--- config.mk ---
export PLATFORM = sky130hd
export DESIGN_NAME = if_fetch_unit
export DESIGN_NICKNAME = d
export VERILOG_FILES = /design/src/rtl/if_fetch_unit.sv
export SDC_FILE = /design/constraint.sdc
export NUM_CORES = 1
export LEC_CHECK = 0
export ABC_AREA = 1
export BUFFER_PORTS_ARGS = -buffer_cell sky130_fd_sc_hd__buf_2
export CAP_MARGIN = 25
export CORE_MARGIN = 8
export CORE_UTILIZATION = 45
export DETAILED_ROUTE_END_ITERATION = 16
export PLACE_DENSITY = 0.67
export SLEW_MARGIN = 10
export SYNTH_ARGS = -nofsm -noshare
export SYNTH_HDL_FRONTEND = slang
export SYNTH_SLANG_ARGS = --single-unit
--- constraint.sdc ---
create_clock -name clk -period 6.9 [get_ports clk]
set_input_delay 1.38 -clock clk [delete_from_list [all_inputs] [get_ports clk]]
set_output_delay 1.38 -clock clk [all_outputs]
set_load 0.005 [all_outputs]
--- src/rtl/if_fetch_unit.sv ---
// rtl/if_fetch_unit.sv - instruction fetch unit: PC, req/ack memory handshake and 2-entry IF/ID FIFO.
// Optional FETCH_PERF_CNT_EN adds saturating stall_cycles/flush_count counters.
module if_fetch_unit #(
   parameter logic [31:0] RESET_PC = 32'h0000_0000
) (
   input  logic        clk,
   input  logic        rst,
   input  logic        Freeze,
   input  logic        Branch_taken,
   input  logic [31:0] Branch_address,
   output logic        imem_req,
   output logic [31:0] imem_addr,
   input  logic        imem_ack,
   input  logic [31:0] imem_rdata,
   output logic [31:0] PC_out,
   output logic [31:0] instruction_out,
   output logic        valid_out
`ifdef FETCH_PERF_CNT_EN
   ,
   output logic [31:0] stall_cycles,
   output logic [31:0] flush_count
`endif
);

   typedef enum logic [1:0] {IDLE, REQ, DROP} state_t;

   state_t      state;
   logic [31:0] pc;
   logic [31:0] fifo_pc    [2];
   logic [31:0] fifo_instr [2];
   logic        wr_ptr;
   logic        rd_ptr;
   logic [1:0]  count;

   logic        pop;
   logic        push;
   logic [1:0]  next_count;
   logic        issue_ok;
   logic [31:0] addr_plus4;

   always_comb begin
      valid_out       = (count != 2'd0);
      PC_out          = valid_out ? fifo_pc[rd_ptr]    : 32'h0;
      instruction_out = valid_out ? fifo_instr[rd_ptr] : 32'h0;
      pop             = valid_out && !Freeze;
      push            = (state == REQ) && imem_ack;
      next_count      = count - {1'b0, pop} + {1'b0, push};
      // Once acked nothing is outstanding, so the next request only needs a free slot.
      issue_ok        = (next_count < 2'd2);
      addr_plus4      = imem_addr + 32'd4;
   end

   always_ff @(posedge clk or negedge rst) begin
      if (!rst) begin
         state     <= IDLE;
         pc        <= RESET_PC;
         imem_req  <= 1'b0;
         imem_addr <= RESET_PC;
         count     <= 2'd0;
         wr_ptr    <= 1'b0;
         rd_ptr    <= 1'b0;
      end else if (Branch_taken) begin
         count  <= 2'd0;
         wr_ptr <= 1'b0;
         rd_ptr <= 1'b0;
         pc     <= Branch_address;
         case (state)
            IDLE: begin
               state     <= REQ;
               imem_req  <= 1'b1;
               imem_addr <= Branch_address;
            end
            REQ: begin
               // An un-acked request cannot be withdrawn; its response must be swallowed.
               if (imem_ack) imem_addr <= Branch_address;
               else          state     <= DROP;
            end
            default: ;
         endcase
      end else begin
         count <= next_count;
         if (pop)  rd_ptr <= ~rd_ptr;
         if (push) wr_ptr <= ~wr_ptr;
         case (state)
            IDLE: begin
               if (issue_ok) begin
                  state     <= REQ;
                  imem_req  <= 1'b1;
                  imem_addr <= pc;
               end
            end
            REQ: begin
               if (imem_ack) begin
                  pc <= addr_plus4;
                  if (issue_ok) begin
                     imem_addr <= addr_plus4;
                  end else begin
                     state    <= IDLE;
                     imem_req <= 1'b0;
                  end
               end
            end
            DROP: begin
               if (imem_ack) begin
                  state     <= REQ;
                  imem_addr <= pc;
               end
            end
            default: begin
               state    <= IDLE;
               imem_req <= 1'b0;
            end
         endcase
      end
   end

   always_ff @(posedge clk) begin
      if (push && !Branch_taken) begin
         fifo_pc[wr_ptr]    <= addr_plus4;
         fifo_instr[wr_ptr] <= imem_rdata;
      end
   end

`ifdef FETCH_PERF_CNT_EN
   always_ff @(posedge clk or negedge rst) begin
      if (!rst) begin
         stall_cycles <= 32'h0;
         flush_count  <= 32'h0;
      end else begin
         if (!valid_out && !Freeze && stall_cycles != 32'hFFFF_FFFF)
            stall_cycles <= stall_cycles + 32'd1;
         if (Branch_taken && flush_count != 32'hFFFF_FFFF)
            flush_count <= flush_count + 32'd1;
      end
   end
`endif

endmodule

After elaboration in Yosys (flattened, before gate mapping). Memories as Yosys holds them, arrays and structs flattened. Index checks and enable logic that the tools add are counted.

Bitwise operators: 2. Reduce and logical (&&, ||, !) cells: 16. $lt $le $gt $ge: 1. Eq/ne operators: 12. Muxes and demuxes: 34. $add $sub $neg: 3.

Operator list (count): two-way mux 32 bit (11); one-hot mux 32 bit (3 select lines) (1); one-hot mux 32 bit (2 select lines) (1); adder 32 x 3 -> 32 bit (second input constant) (1); inequality test 3 bit (second input constant) (6); two-way mux 2 bit (7); AND reduction 6 bit (2); two-way mux 1 bit (11); nonzero test 2 bit (5); one-hot mux 2 bit (3 select lines) (1); AND reduction 5 bit (1); inequality test 2 bit (second input constant) (2); one-hot mux 2 bit (2 select lines) (1); logical AND 1 bit (3); inequality test 3 x 1 -> 1 bit (second input constant) (1); one-hot mux 1 bit (3 select lines) (1); nonzero test 3 bit (1); adder 2 x 1 -> 2 bit (1); == test 2 x 1 -> 1 bit (second input constant) (1); == test 2 bit (second input constant) (1); zero test 1 bit (2); zero test 2 bit (1); less-than comparator 2 bit (second input constant) (1); inequality test 2 x 1 -> 1 bit (second input constant) (1); 3 further kinds (4).

Register bits after elaboration: 71. Logic and storage cells: 77. Memories kept: 2. Input port bits: 69. Bits in writable memories: 128.

Memory list: fifo_instr (words 2, width 32, read ports 1, clocked after memory_dff 0, write ports 1, line 30) `logic [31:0] fifo_instr [2];`; fifo_pc (words 2, width 32, read ports 1, clocked after memory_dff 0, write ports 1, line 29) `logic [31:0] fifo_pc [2];`.

Longest topological paths before layout. Gate-level depths: netlist (run 1).

Depth after elaboration: 9. Gate-level depth with buffers: 14.

Worst setup path after synthesis (run 1). Ideal clock, no wire load.

Path type: input-to-reg. From: in Branch_taken. To: mem fifo_instr[1][0], enable pin. Required time: 6.414 ns. Setup time: 0.486 ns. Buffers on the path: 1. Setup slack: 1.941 ns. Stages: 4. Arrival: 4.473 ns. Cell sequence: nor2_8 nand2_4 buf_2 nor2_1.

Word-level cells in the longest chain between the ends: 4.

Ends and longest elaborated chain: start, declared (line 9) `input logic Branch_taken,`; zero test 1 bit (line 118) `if (push && !Branch_taken) begin`; logical AND 1 bit (line 118); two-way mux 1 bit (line 118); two-way mux 1 bit (implied by the code) (line 120) `fifo_instr[wr_ptr] <= imem_rdata;`; end, declared (line 30).

No other way between the ends.

Worst setup path in the final report (run 1).
From: in Branch_taken. To: reg pc[0].

Word-level cells in the longest chain between the ends: 2. Elaborated cells on any way between the ends: 4. Classes of those cells: mux (1); reduce/logical (3).

Ends and longest elaborated chain: nonzero test 2 bit (no line); AND reduction 2 bit (no line); end signal, assigned (line 66) `pc <= Branch_address;`; end signal, assigned (line 94) `pc <= addr_plus4;`; end, declared (line 28) `logic [31:0] pc;`.

Parallel ways exist; a longest one is shown, timed or not. A chain may end at the register's enable or synchronous reset.

==> results of run 1 <==
cells by family after synthesis:
logic type               after synthesis  synth area share, %
AO/OA/AOI/OAI                        165                9.955
XOR/XNOR                               8               0.8456
adder cells (fa/ha/maj)                3               0.4092
buffers and inverters                141                6.082
flip-flops                           199                61.26
AND/OR/NAND/NOR                      480                21.45
registers in the layout, indices dropped and copies added (netlist names):
| signal | flops |
|---|---|
| state | 2 |
| imem_addr | 32 |
| pc | 32 |
| fifo_instr | 64 |
| count | 2 |
| fifo_pc | 64 |
| rd_ptr | 1 |
| imem_req | 1 |
| wr_ptr | 1 |
metrics by stage:
stage	utilization, %	hold slack (ns)	area [um^2]	instances	setup slack (ns)
4_1_cts	54.18	0.4710	10890	1431	3.046
3_5_place_dp	51.12	0.4547	10280	1399	2.644
5_1_grt	54.32	0.4916	10920	1432	2.875
6_report	54.32	0.4672	10920	1432	3.029
2_1_floorplan	-	0.4596	9175	996	1.941
3_3_place_gp	50.88	0.4566	10230	1397	2.531
power breakdown:
part	total (W)	switching [W]	internal, W
clock network	0.00101	0.000427	0.000585
logic	0.00172	0.00115	0.000568
registers	0.00180	0.000214	0.00158
layer usage:
metal  global-route usage (%)  vias to the layer above
met1                    24.98                     3389
met2                    29.45                      251
met5                        0                        -
met3                    4.343                       21
met4                    6.277                        0
li1                         -                     3567
cell usage in the layout (no fill, tap or decap), types with 3 or more instances in the layout:
| cell type | netlist | final |
|---|---|---|
| nand2_1 | 366 | 366 |
| buf_2 | 14 | 166 |
| edfxtp_1 | 128 | 128 |
| inv_1 | 92 | 92 |
| a21oi_1 | 87 | 87 |
| dfrtp_1 | 71 | 70 |
| nor2_1 | 59 | 56 |
| o21ai_0 | 42 | 42 |
| nand3_1 | 28 | 28 |
| clkbuf_16 | 0 | 20 |
| o211ai_1 | 19 | 19 |
| nor2_4 | 8 | 11 |
| o221ai_1 | 9 | 9 |
| inv_2 | 8 | 8 |
| o21ai_1 | 6 | 6 |
| buf_4 | 3 | 6 |
| nor2_2 | 5 | 5 |
| nand4_1 | 5 | 5 |
| xor2_1 | 5 | 5 |
| nand2_2 | 4 | 4 |
| ha_1 | 3 | 3 |
synthesized netlist by cell type (3+ instances only):
cell type | count | area share [%]
nor2_1 | 59 | 2.4
o211ai_1 | 19 | 1.6
nand3_1 | 28 | 1.5
o21ai_1 | 6 | 0.33
nand2_1 | 366 | 15
inv_1 | 92 | 3.8
o21ai_0 | 42 | 2.3
buf_4 | 3 | 0.25
nor2_2 | 5 | 0.34
ha_1 | 3 | 0.41
a21oi_1 | 87 | 4.7
xor2_1 | 5 | 0.48
buf_2 | 14 | 0.76
dfrtp_1 | 71 | 19
inv_2 | 8 | 0.33
clkbuf_1 | 16 | 0.65
edfxtp_1 | 128 | 42
nand4_1 | 5 | 0.34
nor2_4 | 8 | 0.98
buf_1 | 8 | 0.33
o221ai_1 | 9 | 0.86
nand2_2 | 4 | 0.27
cell type report:
| type | instances | area, um^2 |
|---|---|---|
| Fill cell | 1814 | 9184 |
| Clock inverter | 8 | 80.08 |
| Multi-Input combinational cell | 656 | 3019 |
| Tap cell | 270 | 337.8 |
| Sequential cell | 199 | 5622 |
| Clock buffer | 24 | 535.5 |
| Timing Repair Buffer | 175 | 950.9 |
| Inverter | 100 | 375.4 |
critical path, cell delays in order:
cell and delay [ns]:
buf_2 0.65, inv_2 0.17, nand2_2 0.44, nand2_1 0.43, inv_1 0.81, o221ai_1 0.22
path summary, 6_finish.rpt:
path                                            from                        end  slack, ns  cells after the start
worst max-delay path                    Branch_taken          pc[0]$_DFFE_PN0P_       3.03                      6
worst min-delay path            imem_req$_DFFE_PN0P_       imem_req$_DFFE_PN0P_       0.47                      2
worst max register to register    count[1]$_DFF_PN0_   imem_addr[0]$_DFFE_PN0P_       3.29                     12
worst min register to register  imem_req$_DFFE_PN0P_       imem_req$_DFFE_PN0P_       0.47                      2
max in group asynchronous                        rst  imem_addr[21]$_DFFE_PN0P_       5.50                      3
min in group asynchronous                        rst       state[0]$_DFFE_PN0P_       0.84                      2
==> impl_metrics.json, run 1 <==
{
  "run_status": "finished clean",
  "leakagePower_nw": 4.908,
  "place.gp.congestion": 0.8718,
  "ant_nets": 0,
  "max_slew_margin_pct": 36.50,
  "power.density_nw_per_um2": 414.9,
  "start_kind": "primary input",
  "cts_buffers": 17,
  "ys_seq_area_share_pct": 61.26,
  "maxCapViolCount": 0,
  "ir_drop_uv": 232.1,
  "core_um2": 20100,
  "worst_pin_slew_ns": 0.9498,
  "clockRootBuffer": "clkbuf_16",
  "fin_tns_setup_ns": 0,
  "synth_edf_count": 128,
  "wl_per_cell_um": 16.34,
  "fin_crit_sh_pct": 56.10,
  "cts_sinks": 199,
  "avgSynthCellArea_um2": 9.212,
  "htreeDepth": 4,
  "diodes": 0,
  "setup_violations": 0,
  "async_flop_share_pct": 35.68,
  "ys_seq_elements": 199,
  "yosysWarnings": 0,
  "num_vias": 7228,
  "drc": 0,
  "antenna_found_initial": 0,
  "rsz0062_at_grt": "no",
  "io_pins": 167,
  "insertion_delay_ns": 0.43,
  "cts-resized-gates": 0,
  "grt_max_degree": 72,
  "clk_pin_slew_ns": 0.07,
  "area_delta_synth_final_pct": 19.02,
  "min_period_ns": 3.871,
  "finClkSkew_ns": 0.01472,
  "synth_cell_type_count": 30,
  "grt_pass1_vias": 7110,
  "fmax_mhz": 258.4,
  "cts-hold-fix-buffers": 0,
  "grt_usage_pct": 18.68,
  "highest_layer": "met4",
  "rows": 52,
  "clock_path_buffers": 2,
  "die_y_um": 158.8,
  "die_x_um": 158.8,
  "criticalPathCategory": "in2reg",
  "via_per_inst": 5.047,
  "synth_cells": 996,
  "postCtsSetupBuffers": 0,
  "cts_tree": "built",
  "port_buffers": 166,
  "first_pass_iters": 6,
  "wl_met3_um": 1436,
  "drive_above_1_share_pct": 20.48,
  "die_area_um2": 25210,
  "mappedNetlistNets": 1068,
  "arrival_ns": 4.12,
  "hpwl_um": 15970,
  "crit_fanout": 40,
  "fin_nets": 1221,
  "drv_slew": 0,
  "finalHoldViolations": 0,
  "grt-ovfl-total": 0,
  "drtIter0Drc": 518,
  "wl_met2_um": 10880,
  "grt_pass1_wl_um": 37650,
  "initial_core_util_pct": 45.64,
  "min_path_type": "reg2reg",
  "p_total_w": 0.004530,
  "wl_um": 23400,
  "syn_area_um2": 9175,
  "end_kind": "flip-flop",
  "wl_met1_um": 10680,
  "cp.required_ns": 7.15,
  "dominantRegCellSynth": "edfxtp_1"
}
(Power assumes the default switching activity.)
==> run 2, diff against run 1 <==
--- a/config.mk
+++ b/config.mk
@@ -5,13 +5,13 @@
 export SDC_FILE = /design/constraint.sdc
 export NUM_CORES = 1
 export LEC_CHECK = 0
-export ABC_AREA = 1
+export ABC_AREA = 0
 export BUFFER_PORTS_ARGS = -buffer_cell sky130_fd_sc_hd__buf_2
 export CAP_MARGIN = 25
 export CORE_MARGIN = 8
 export CORE_UTILIZATION = 45
 export DETAILED_ROUTE_END_ITERATION = 16
-export PLACE_DENSITY = 0.67
+export PLACE_DENSITY = 0.69
 export SLEW_MARGIN = 10
 export SYNTH_ARGS = -nofsm -noshare
 export SYNTH_HDL_FRONTEND = slang
==> constraint.sdc (replaced) <==
create_clock -name clk -period 3.2 [get_ports clk]
set_input_delay 0.64 -clock clk [delete_from_list [all_inputs] [get_ports clk]]
set_output_delay 0.64 -clock clk [all_outputs]
set_load 0.005 [all_outputs]
==> impl_metrics.json, run 2 <==
{
  "finalHoldViolations": 0,
  "drc": 0,
  "initial_core_util_pct": 45.44,
  "run_status": "finished clean",
  "first_pass_iters": 8,
  "antenna_found_initial": 2,
  "synth_common_cells": "edfxtp_1, nor2_1, mux2i_1",
  "cts-resized-gates": 0,
  "drive_above_1_share_pct": 27.10,
  "avgSynthCellArea_um2": 12.05,
  "r2r_end": "imem_addr[21]$_DFFE_PN0P_",
  "via_per_inst": 5.414,
  "postCtsSetupBuffers": 0,
  "power.density_nw_per_um2": 858.3,
  "ir_drop_uv": 429.7,
  "synth_top_family_by_area": "simple AND/OR/NAND/NOR gates",
  "crit_fanout": 18,
  "clockRootBuffer": "clkbuf_16",
  "p_total_w": 0.009394,
  "end_kind": "flip-flop",
  "multi_input_area_um2": 3251,
  "seqCellArea_um2": 5624,
  "drtIter0Drc": 597,
  "yosys.area_share.xor_xnor_pct": 3.037,
  "htreeDepth": 4,
  "grt_usage_pct": 18.93,
  "num_vias": 6502,
  "insertion_delay_ns": 0.43,
  "synth.most_common_cell": "edfxtp_1",
  "criticalPathCategory": "reg2reg",
  "port_buffers": 166,
  "syn_area_um2": 9106,
  "cp.required_ns": 3.51,
  "hpwl_um": 16080,
  "fmax_mhz": 353.8,
  "grt_pass1_vias": 6604,
  "r2r-start": "state[0]$_DFFE_PN0P_",
  "drv_slew": 0,
  "leakagePower_nw": 4.356,
  "final_cell_mix": "buf_2, edfxtp_1, nor2_1, mux2i_1, dfrtp_1",
  "max_slew_margin_pct": 42.23,
  "synth_compound_area_share_pct": 11.36,
  "grt_max_degree": 66,
  "grt_pass1_wl_um": 36300,
  "synthSimpleGateAreaFrac_pct": 11.78,
  "clock_path_buffers": 2,
  "synth_cell_type_count": 54,
  "clk_pin_slew_ns": 0.07,
  "setup_violations": 0,
  "fin_nets": 989,
  "cts-hold-fix-buffers": 0,
  "grt-ovfl-total": 0,
  "top_regs": "fifo_instr: 64 flops, fifo_pc: 64 flops",
  "finClkSkew_ns": 0.01189,
  "pre_cts_ws_ns": 0.3073,
  "wl_per_cell_um": 19.19,
  "yosysWarnings": 0,
  "synth_cells": 756,
  "ant_nets": 0,
  "min_path_type": "in2async",
  "cts_buffers": 17,
  "die_y_um": 158.3,
  "synth_edf_count": 128,
  "synth.area.top_cells": "edfxtp_1, dfrtp_1, mux2i_1",
  "rsz0062_at_grt": "no",
  "io_pins": 167,
  "cts_tree": "built",
  "dominantRegCellSynth": "edfxtp_1",
  "die_area_um2": 25040,
  "cp-startpoint": "state[0]$_DFFE_PN0P_",
  "maxCapViolCount": 0,
  "mappedNetlistNets": 828,
  "mostFrequentLayoutCell": "buf_2",
  "core_um2": 20040,
  "reg2reg_depth": 12,
  "arrival_ns": 3.13,
  "worst_pin_slew_ns": 0.8634,
  "place.gp.congestion": 0.8228,
  "ys_seq_elements": 199,
  "min_period_ns": 2.826,
  "synth_fa_ha_area_share_pct": 0.4122,
  "fin_crit_sh_pct": 88.32,
  "fin_ws_ns": 0.3737,
  "fin_tns_setup_ns": 0,
  "die_x_um": 158.3,
  "wl_um": 23050,
  "rows": 52,
  "r2r_slack_ns": 0.37,
  "muxShareOfSynthArea_pct": 8.739,
  "synth_top_cell_by_area": "edfxtp_1",
  "ys_seq_area_share_pct": 61.72,
  "async_flop_share_pct": 35.68,
  "yosys.area.top_type_share_pct": 42.21,
  "area_delta_synth_final_pct": 20.18,
  "fill_cells": 1758,
  "start_kind": "flip-flop",
  "cts_sinks": 199
}
-- run 2: cells by family (layout without fill, tap and decap cells) --
group | after synthesis | after routing
multiplexers | 79 | 79
XOR/XNOR | 30 | 30
flip-flops | 199 | 199
AO/OA/AOI/OAI | 146 | 146
AND/OR/NAND/NOR | 231 | 231
other | 0 | 1
buffers and inverters | 68 | 242
adder cells (fa/ha/maj) | 3 | 3
-- run 2: final cells by class --
type | count | area share (%)
antenna | 1 | 0.02287
clock buffer | 23 | 4.379
clock inverter | 9 | 1.052
inverter | 17 | 0.5831
multi-input combinational | 489 | 29.70
sequential | 199 | 51.39
tap | 270 | 3.087
timing repair buffer | 193 | 9.786
-- run 2: worst max-delay path by stage --
stage	end	slack, ns	depth (start not counted)
after floorplan	fifo_instr[0][0]$_DFFE_PP_	-0.01	5
after global placement	imem_addr[21]$_DFFE_PN0P_	0.39	12
after detailed placement	imem_addr[21]$_DFFE_PN0P_	0.31	12
after CTS	imem_addr[21]$_DFFE_PN0P_	0.37	12
after global routing	imem_addr[21]$_DFFE_PN0P_	0.15	12
final	imem_addr[21]$_DFFE_PN0P_	0.37	12
-- run 2: metrics by stage --
stage / cell area, um^2 / util [%] / hold slack (ns) / instances
final: 10940 / 54.61 / 0.2798 / 1201
after CTS: 10940 / 54.60 / 0.2901 / 1200
after global placement: 10350 / 51.64 / 0.4930 / 1168
after detailed placement: 10350 / 51.64 / 0.5023 / 1168
after global routing: 10940 / 54.61 / 0.3273 / 1201
after floorplan: 9183 / - / 0.3444 / 756
-- run 2: critical path, stage by stage (launching register included) --
cell     delay, ns
dfrtp_1       0.46
nor2b_1       0.18
and2_1        0.15
inv_1         0.06
ha_1          0.27
inv_1         0.06
ha_1          0.15
xnor3_1       0.26
nor2_2        0.25
o31a_1        0.20
buf_4         0.24
nor4_1        0.07
a311o_1       0.34
-- run 2: power breakdown --
| group | total (W) | switching, W | internal, W | leakage (nW) |
|---|---|---|---|---|
| Sequential | 0.00394 | 0.000571 | 0.00336 | 2.03 |
| Clock | 0.00216 | 0.000932 | 0.00123 | 0.284 |
| Combinational | 0.00330 | 0.00189 | 0.00141 | 2.04 |
| Total | 0.00939 | 0.00339 | 0.00601 | 4.36 |
-- run 2: per-layer routing --
metal	up-vias	share of wire, %	global-route usage [%]
met2	192	48	30.54
li1	3112	-	-
met5	-	0.043	0
met1	3162	43	23.88
met3	34	6.6	5.130
met4	2	2.5	7.454
==> run 3, diff against run 2 <==
--- a/config.mk
+++ b/config.mk
@@ -12,6 +12,7 @@
 export CORE_UTILIZATION = 45
 export DETAILED_ROUTE_END_ITERATION = 16
 export PLACE_DENSITY = 0.69
+export REMOVE_ABC_BUFFERS = 1
 export SLEW_MARGIN = 10
 export SYNTH_ARGS = -nofsm -noshare
 export SYNTH_HDL_FRONTEND = slang
==> impl_metrics.json, run 3 (synthesis results as in run 2) <==
{
  "run_status": "finished clean",
  "fin_crit_sh_pct": 89.48,
  "gr-usage-met2_pct": 29.40,
  "top_regs": "fifo_instr: 64 flops, fifo_pc: 64 flops",
  "via_per_inst": 5.477,
  "min_period_ns": 2.863,
  "use_met1_pct": 24.53,
  "num_vias": 6572,
  "grt_pass1_vias": 6586,
  "final_cell_mix": "buf_2, edfxtp_1, nor2_1, mux2i_1, dfrtp_1",
  "grt_usage_pct": 18.64,
  "worst_pin_slew_ns": 0.8894,
  "place.gp.congestion": 0.8068,
  "cts_tree": "built",
  "ant_nets": 0,
  "whs_ns": 0.2675,
  "r2r_end": "imem_addr[21]$_DFFE_PN0P_",
  "finClkSkew_ns": 0.01214,
  "cts-resized-gates": 0,
  "finalHoldViolations": 0,
  "ir_drop_uv": 485.4,
  "crit_fanout": 33,
  "cts_buffers": 17,
  "rsz0062_at_grt": "no",
  "fmax_mhz": 349.2,
  "criticalPathCategory": "reg2reg",
  "grt_max_degree": 66,
  "r2r-start": "state[1]$_DFFE_PN0P_",
  "htreeDepth": 4,
  "reg2reg_depth": 12,
  "io_pins": 167,
  "area_delta_synth_final_pct": 20.84,
  "r2r_slack_ns": 0.34,
  "max_slew_margin_pct": 40.49,
  "setup_violations": 0,
  "postCtsSetupBuffers": 0,
  "fin_nets": 989,
  "wl_per_cell_um": 19.08,
  "cts_sinks": 199,
  "grt.met3_usage_pct": 4.072,
  "grt_pass1_wl_um": 35790,
  "maxCapViolCount": 0,
  "drc": 0,
  "cts-hold-fix-buffers": 0,
  "initial_core_util_pct": 45.44,
  "antenna_found_initial": 0,
  "pre_cts_ws_ns": 0.1022,
  "core_um2": 20040,
  "rows": 52,
  "grt-ovfl-total": 0,
  "busiest_layer": "met2",
  "first_pass_iters": 5,
  "cp.required_ns": 3.53,
  "die_y_um": 158.3,
  "mostFrequentLayoutCell": "buf_2",
  "fin_ws_ns": 0.3366,
  "die_x_um": 158.3,
  "clock_path_buffers": 2,
  "arrival_ns": 3.19,
  "drtIter0Drc": 545,
  "drive_above_1_share_pct": 27.42,
  "crit_end": "imem_addr[21]$_DFFE_PN0P_",
  "drv_slew": 0,
  "die_area_um2": 25040,
  "cp-startpoint": "state[1]$_DFFE_PN0P_",
  "clockRootBuffer": "clkbuf_16",
  "end_kind": "flip-flop",
  "wl_um": 22890,
  "min_path_type": "in2async",
  "leakagePower_nw": 4.392,
  "fill_cells": 1766,
  "power.density_nw_per_um2": 866.1,
  "clk_pin_slew_ns": 0.08,
  "start_kind": "flip-flop",
  "hpwl_um": 15660,
  "port_buffers": 166,
  "diodes": 0,
  "insertion_delay_ns": 0.44
}
==> run 3: per-stage QoR <==
| step | TNS [ns] | instances | area [um^2] | util (%) | total power [W] |
|---|---|---|---|---|---|
| after global routing | 0 | 1200 | 11000 | 54.91 | 0.01011 |
| after global placement | 0 | 1168 | 10380 | 51.80 | 0.007274 |
| after CTS | 0 | 1200 | 11000 | 54.91 | 0.009627 |
| after detailed placement | 0 | 1168 | 10380 | 51.80 | 0.007375 |
| final | 0 | 1200 | 11000 | 54.91 | 0.009531 |
| after floorplan | -344.07 | 705 | 8901 | - | 0.005854 |
==> run 3: critical path: stages (launching register included) <==
cell     delay (ns)
dfrtp_1        0.38
nor2b_1        0.13
and2_1         0.17
inv_1          0.06
ha_1           0.26
inv_1          0.05
ha_1           0.14
xnor3_1        0.25
nor2_1         0.36
o31a_1         0.33
buf_12         0.22
nor4_1         0.07
a311o_1        0.33
==> run 3: routing by layer <==
layer	wire (um)	share of wire, %
met1	10210	45
met2	10550	46
met3	1618	7.1
met4	518	2.3
met5	0	0
==> run 3: how the worst min path moves through the flow <==
stage / slack, ns / endpoint / cells past startpoint
after floorplan: 0.34 / count[0]$_DFF_PN0_ / 0
after global placement: 0.49 / pc[14]$_DFFE_PN0P_ / 2
after detailed placement: 0.49 / pc[14]$_DFFE_PN0P_ / 2
after CTS: 0.27 / imem_addr[24]$_DFFE_PN0P_ / 1
after global routing: 0.29 / pc[27]$_DFFE_PN0P_ / 1
final: 0.27 / pc[27]$_DFFE_PN0P_ / 1
==> run 3: report_power, final <==
part / switching (W) / internal (W)
logic: 0.00189 / 0.00146
registers: 0.000579 / 0.00336
clock network: 0.00104 / 0.00120
total: 0.00351 / 0.00602
==> run 3: layout make-up <==
cell class	instances	area (um^2)	area share, %
Clock inverter	15	198.9	1.808
Sequential cell	199	5624	51.11
Tap cell	270	337.8	3.070
Multi-Input combinational cell	489	3246	29.49
Timing Repair Buffer	193	1109	10.07
Inverter	17	63.81	0.5799
Clock buffer	17	425.4	3.866
